$ cat src/rtl/fsm_eg_stim_driver.sv
// Stimulus driver and response checker for the two-segment example FSM.
// It keeps a shadow copy of the FSM state, drives a/b per command and counts y0/y1 mismatches.
module fsm_eg_stim_driver #(
    parameter int CNT_W = 8,
    parameter int RPT_W = 4
) (
    input  logic             clk_amisha,
    input  logic             reset_amisha,
    input  logic             cmd_valid,
    input  logic [1:0]       cmd_op,
    input  logic [RPT_W-1:0] cmd_rpt,
    output logic             cmd_ready,
    output logic             a_out,
    output logic             b_out,
    input  logic             y0_in,
    input  logic             y1_in,
    input  logic             err_clr,
    output logic [1:0]       shadow_state,
    output logic             err_flag,
    output logic [CNT_W-1:0] err_count,
    output logic             done,
    output logic             drive_state
);

    // Handshake: a command transfers on a rising edge where cmd_valid and cmd_ready are both 1;
    // cmd_ready is high only in IDLE and a command offered while busy is dropped, not buffered.
    typedef enum logic {IDLE = 1'b0, DRIVE = 1'b1} drv_state_t;

    localparam logic [1:0] S0 = 2'b00;
    localparam logic [1:0] S1 = 2'b01;
    localparam logic [1:0] S2 = 2'b10;

    localparam logic [1:0] OP_HOLD    = 2'b00;
    localparam logic [1:0] OP_STEP_A  = 2'b01;
    localparam logic [1:0] OP_STEP_AB = 2'b10;

    drv_state_t       state_q, state_d;
    logic [1:0]       op_q, op_d;
    logic [RPT_W-1:0] cnt_q, cnt_d;
    logic             a_q, a_d, b_q, b_d;
    logic             done_q, done_d;
    logic [1:0]       sh_q, sh_d, sh_nxt;
    logic             flag_q, flag_d;
    logic [CNT_W-1:0] count_q, count_d;
    logic             exp_y0, exp_y1, mismatch;

    // Returns {a, b} for an op, given the shadow state the drive cycle will start in.
    function automatic logic [1:0] drive_ab(input logic [1:0] op, input logic [1:0] sh);
        case (op)
            OP_HOLD:    drive_ab = 2'b00;
            OP_STEP_A:  drive_ab = 2'b10;
            OP_STEP_AB: drive_ab = 2'b11;
            default:    drive_ab = (sh == S1) ? 2'b10 : 2'b00;
        endcase
    endfunction

    always_ff @(posedge clk_amisha or posedge reset_amisha) begin
        if (reset_amisha) begin
            state_q <= IDLE;
            op_q    <= OP_HOLD;
            cnt_q   <= '0;
            a_q     <= 1'b0;
            b_q     <= 1'b0;
            done_q  <= 1'b0;
            sh_q    <= S0;
            flag_q  <= 1'b0;
            count_q <= '0;
        end else begin
            state_q <= state_d;
            op_q    <= op_d;
            cnt_q   <= cnt_d;
            a_q     <= a_d;
            b_q     <= b_d;
            done_q  <= done_d;
            sh_q    <= sh_d;
            flag_q  <= flag_d;
            count_q <= count_d;
        end
    end

    always_comb begin
        state_d  = state_q;
        op_d     = op_q;
        cnt_d    = cnt_q;
        a_d      = a_q;
        b_d      = b_q;
        done_d   = 1'b0;
        sh_d     = sh_q;
        flag_d   = flag_q;
        count_d  = count_q;
        mismatch = 1'b0;

        case (sh_q)
            S0:      sh_nxt = (a_q && b_q) ? S2 : (a_q ? S1 : S0);
            S1:      sh_nxt = a_q ? S0 : S1;
            default: sh_nxt = S0;
        endcase

        exp_y1 = (sh_q == S0) || (sh_q == S1);
        exp_y0 = (sh_q == S0) && a_q && b_q;

        case (state_q)
            IDLE: begin
                if (cmd_valid) begin
                    state_d    = DRIVE;
                    op_d       = cmd_op;
                    cnt_d      = cmd_rpt;
                    {a_d, b_d} = drive_ab(cmd_op, sh_q);
                end
            end
            default: begin
                mismatch = (y0_in != exp_y0) || (y1_in != exp_y1);
                sh_d     = sh_nxt;
                if (cnt_q == '0) begin
                    state_d = IDLE;
                    done_d  = 1'b1;
                    a_d     = 1'b0;
                    b_d     = 1'b0;
                end else begin
                    cnt_d      = cnt_q - RPT_W'(1);
                    {a_d, b_d} = drive_ab(op_q, sh_nxt);
                end
            end
        endcase

        // A clear coincident with a mismatch clears first, then counts that mismatch.
        if (err_clr) begin
            flag_d  = mismatch;
            count_d = mismatch ? CNT_W'(1) : '0;
        end else if (mismatch) begin
            flag_d = 1'b1;
            if (count_q != {CNT_W{1'b1}}) begin
                count_d = count_q + CNT_W'(1);
            end
        end
    end

    assign cmd_ready    = (state_q == IDLE);
    assign a_out        = a_q;
    assign b_out        = b_q;
    assign done         = done_q;
    assign shadow_state = sh_q;
    assign err_flag     = flag_q;
    assign err_count    = count_q;
    assign drive_state  = (state_q == DRIVE);

endmodule

$ cat config.mk
export PLATFORM = sky130hd
export DESIGN_NAME = fsm_eg_stim_driver
export DESIGN_NICKNAME = d
export VERILOG_FILES = /design/src/rtl/fsm_eg_stim_driver.sv
export SDC_FILE = /design/constraint.sdc
export NUM_CORES = 1
export LEC_CHECK = 0
export CELL_PAD_IN_SITES_DETAIL_PLACEMENT = 1
export CELL_PAD_IN_SITES_GLOBAL_PLACEMENT = 2
export CORE_UTILIZATION = 40
export DETAILED_ROUTE_END_ITERATION = 6
export DONT_BUFFER_PORTS = 1
export PLACE_DENSITY_LB_ADDON = 0.1
export SLEW_MARGIN = 10
export SYNTH_ARGS = -nofsm -noshare
export SYNTH_HDL_FRONTEND = slang
export SYNTH_SLANG_ARGS = --single-unit
export TNS_END_PERCENT = 50
$ cat constraint.sdc
create_clock -name clk_amisha -period 5.1 [get_ports clk_amisha]
set_input_delay 1.275 -clock clk_amisha [delete_from_list [all_inputs] [get_ports clk_amisha]]
set_output_delay 1.275 -clock clk_amisha [all_outputs]
set_load 0.02 [all_outputs]
; Word level (Yosys, flattened, before mapping)
; Index checks and enable logic that the tools add are counted.
[totals]
ff_bits = 21
latchBits = 0
ramBits = 0
romBits = 0
output_inout_bits = 16
wordCells = 66
n_memories = 0
[classes]
add_sub_neg = 2
mul = 0
div = 0
n_lt_le_gt_ge = 0
eq_ne = 10
n_shift = 0
n_mux = 29
n_bitwise = 1
n_reduce_logical = 15
[op_table]
columns = cell, n
row1 = $mux W8, 3
row2 = $mux W1, 17
row3 = $mux W4, 3
row4 = $pmux W2 S3, 2
row5 = $add A8 B1 Y8 const B, 1
row6 = $eq A2 B1 Y1 const B, 4
row7 = $ne A8 B8 Y1 const B, 1
row8 = $logic_not A2 Y1, 3
row9 = $mux W2, 3
row10 = $reduce_and A2 Y1, 3
row11 = $reduce_bool A2 Y1, 3
row12 = $eq A2 B2 Y1 const B, 2
row13 = $logic_not A4 Y1, 1
row14 = $pmux W2 S2, 1
row15 = $sub A4 B1 Y4 const B, 1
row16 = $logic_and A1 B1 Y1, 3
row17 = $logic_or A1 B1 Y1, 2
row18 = $ne A1 B1 Y1, 2
row19 = $ne A2 B2 Y1 const B, 1
row20 = $not A1 Y1, 1

; Logic depth before layout (Yosys ltp)
[logic_depth]
word_depth = 8
mapped_depth = 6

; Worst setup path after synthesis
; Ideal clock, no wire load.
[synth_path]
path_type = input-to-reg
startpoint = input port y1_in
endpoint = register count_q[6], in the netlist err_count[6]
arrival_ns = 2.473
t_required_ns = 4.972
setup_slack_ns = 2.500
cell_stages = 5
path_cell_list = and3b_2 -> mux2_4 -> buf_6 -> nor4_1 -> mux2_1
[synth_via]
elab_chain_cells = 5
[synth_lines]
columns = item, line_no
row1 = from (decl), 16  ; input logic y1_in,
row2 = $ne A1 B1 Y1, 112  ; mismatch = (y0_in != exp_y0) || (y1_in != exp_y1);
row3 = $logic_or A1 B1 Y1, 112
row4 = $mux W1, 102  ; case (state_q)
row5 = $reduce_bool A2 Y1 (no source line), n/a
row6 = $reduce_and A2 Y1 (no source line), n/a
row7 = to (signal assigned), 77  ; count_q <= count_d;
row8 = to (decl), 44  ; logic [CNT_W-1:0] count_q, count_d;
; No other way between the ends.
; A chain may end at the register's enable or synchronous reset.

; Final worst setup path
[layout_path]
startpoint = register state_q, in the netlist drive_state
endpoint = output port cmd_ready
[layout_via]
elab_chain_cells = 1
[layout_lines]
columns = item, line_no
row1 = from (decl), 37  ; drv_state_t state_q, state_d;
row2 = from (signal assigned), 69  ; state_q <= state_d;
row3 = $not A1 Y1 (no source line), n/a
row4 = to (decl), 12  ; output logic cmd_ready,
; No other way between the ends.

==> out/results.tsv <==
stage	metric	value	unit
yosys	area leader, netlist	dfrtp_1	
yosys	Area contributors post-synth	dfrtp_1, ha_1, nand2_1	
floorplanning	die area	3352	um2
yosys	area fraction in and, or, nand and nor cells after synthesis	19.92	%
worst_setup_path	Startpoint Class	flip-flop	
layout	final std cells w/o fill	158	
global_routing	initial antenna violation count	0	
worst_setup_path	CP Capture Type	output pin	
worst_setup_path	Crit Path Category	reg2out	
floorplanning	Initial Util	43.82	%
cts	cts hold-fix bufs	0	
cts	CTS max path bufs	2	
route	DRC viols	2	
worst_setup_path	Data arrival, critical path	1.49	ns
layout	most frequent cells in the layout	dfrtp_1, nand2_1, inv_1	
yosys	Synth warnings	0	
sta	min Tclk post-route	2.770	ns
placement	DP HPWL	2134	um
cts	Reg clk slew, reported paths	0.12	ns
route	average routed wire per standard cell	18.09	um
flow_run	Max-Cap Viols	0	
layout	n_diodes	0	
sta	slew at the pin with the worst max-slew slack	0.8179	ns
floorplanning	Die X	57.90	um
cts	Post-CTS Setup Repair Bufs	0	
floorplanning	io pins	28	
yosys	Synth Area in Compound Gates	16.02	%
floorplanning	row count	19	
worst_setup_path	largest stage delay on the critical path	0.86	ns
route	total iterations of the first detailed-routing run	6	
sta	Achievable Freq	361.0	MHz
yosys	XOR/XNOR Fraction of Synth Area	2.102	%
status	failing checks	design-rule violations	
sta	final hold violations	0	
yosys	Yosys top cell area share	42.04	%
cts	# resized after CTS	0	
sta	setup violators final	0	
placement	placed insts	154	
worst_setup_path	critical path required time	3.83	ns
sta	max-slew violation count	0	
route	drt total wl	2858	um
worst_setup_path	worst-path cell chain	inv_1	
yosys	Yosys reg bits	21	
cts	clk_lat worst skew	0.31	ns
route	via/cell ratio	6.209	
power_and_ir_drop	PwrDens	513.4	nW/um2
yosys	post-synthesis adder-cell area fraction	7.007	%
layout	NumNets Final	147	
layout	leading cell type in the layout, fill and taps excluded	dfrtp_1	
global_routing	first-pass GRT wire length	4905	um
yosys	largest family of logic cells by synthesized area	simple AND/OR/NAND/NOR gates	
yosys	post-synthesis mux area share	7.107	%
placement	port bufs	0	
route	antenna-violating nets left	0	
global_routing	vias in the first global route	1033	
placement	Routability Congestion	0.7220	
worst_setup_path	Max FO, Critical Path	20	
sta	final worst path period share	54.31	%
sta	Post-Route Skew	0.001154	ns
floorplanning	Core Region	2853	um2
yosys	Synth Instances	128	
sta	Max-slew headroom	45.41	%
cts	total clock sinks	21	
yosys	Synth cell types	40	
layout	area grow syn2layout	2.102	%
floorplanning	height of the chip	57.90	um
global_routing	largest net degree at the start of global routing	22	
sta	RSZ-0062 raised after global routing	false	
route	Initial DRC Count	14	
worst_setup_path	CP max-delay cell	dfrtp_1	
yosys	syn_area_per_cell	9.765	um2
cts	Root Driver	clkbuf_4	
worst_setup_path	Worst Path Buf+Inv	1	
worst_setup_path	Worst R2R Setup Slack	3.04	ns
route	routed via count	981	
layout	ratio of cells with drive above 1 in the final layout	7.087	%
global_routing	gr ovfl total	0	
cts	CTS tree	yes	
power_and_ir_drop	LEAKAGE	0.0005524	uW
yosys	Synth Cell Area	1250	um2
yosys	post-synthesis sequential area ratio	42.04	%
cts	cts bufs inserted	3	
min_path	Hold Crit Class	reg2reg	
status	status	finished with violations	
global_routing	GRT Total Usage	19.26	%
sta	Fin Setup TNS	0	ns
yosys	Post-Syn Nets	147	
worst_setup_path	CP delay by family, top	flip-flops	
power_and_ir_drop	maximum vdd drop	0.0001921	V
cts	H-tree lvl count	1	
## worst reg2reg max path, stage by stage (launching register included)
cell and delay [ns]:
dfrtp_1 0.53, and3b_1 0.33, mux2_4 0.37, nor4_1 0.36, mux2_1 0.36
## power by group
| part | internal (uW) | switching [uW] | total, uW |
|---|---|---|---|
| Combinational | 115 | 119 | 234 |
| Clock | 30.6 | 52.5 | 83.1 |
| Sequential | 221 | 118 | 338 |
| Total | 367 | 289 | 655 |
## worst paths after layout
check,from,to,cells past startpoint
worst min register to register,op_q[1],op_q[1],2
min in group asynchronous,reset_amisha,err_flag,1
worst min-delay path,op_q[1],op_q[1],2
worst max-delay path,drive_state,cmd_ready,1
worst max register to register,shadow_state[0],err_count[6],4
max in group asynchronous,reset_amisha,cnt_q[1],1
## synthesized netlist by cell type, drive strengths merged
cell type	count
or3	1
and4	1
o211a	1
a211oi	1
nor2	3
a21oi	7
dlygate4sd1	1
o31ai	3
mux2	4
nor2b	5
and3b	2
dfrtp	21
o221a	1
a31oi	1
mux2i	4
or4	3
o21a	1
nand4b	1
nand2	12
xnor2	3
o22ai	3
nand4	1
inv	9
nor3b	2
or3b	1
nand3b	1
clkbuf	2
o211ai	3
o21ai	8
nand3	6
nor3	2
buf	2
ha	7
a32o	1
o32ai	1
nor4	1
nand2b	2
## area by class of cell
cell class | instances | area [um2]
clock buffers | 4 | 26.28
fillers | 340 | 1577
inverters | 9 | 33.78
multi-input cells | 93 | 651.9
flip-flops and latches | 21 | 525.5
well taps | 31 | 38.79
## stage by stage
step                total power, uW  util (%)  setup WS [ns]  cell area (um2)  hold WS, ns
floorplan                     525.9         -          2.500             1250       0.4750
global placement              562.7     43.82          2.532             1250       0.5046
detailed placement            578.4     43.82          2.470             1250       0.5161
CTS                           664.5     44.74          2.294             1276       0.5463
global route                  712.5     44.74          2.234             1276       0.5869
finish                        655.2     44.74          2.330             1276       0.5465
## layer usage
metal  part of all wire, %  up-vias  GRT usage (%)
li1                      -      464              -
met1                    48      492          26.56
met2                    46       21          30.05
met3                   4.1        4          3.795
met4                   1.4        0          7.143
met5                     0        -              0
## flip-flops by register name, indices dropped and copies added (netlist names)
| register | cells |
|---|---|
| op_q | 2 |
| b_out | 1 |
| err_count | 8 |
| drive_state | 1 |
| done | 1 |
| cnt_q | 4 |
| a_out | 1 |
| err_flag | 1 |
| shadow_state | 2 |
## cell families (layout without fill, tap and decap cells)
logic type                 Yosys count  count (layout)
buffers and inverters               14              13
xor gates and xnor gates             3               3
muxes                                8               8
adders and majority gates            7               7
and+or+nand+nor                     44              44
AOI/OAI and AO/OA                   31              31
DFF                                 21              21
(Power assumes the default switching activity.)
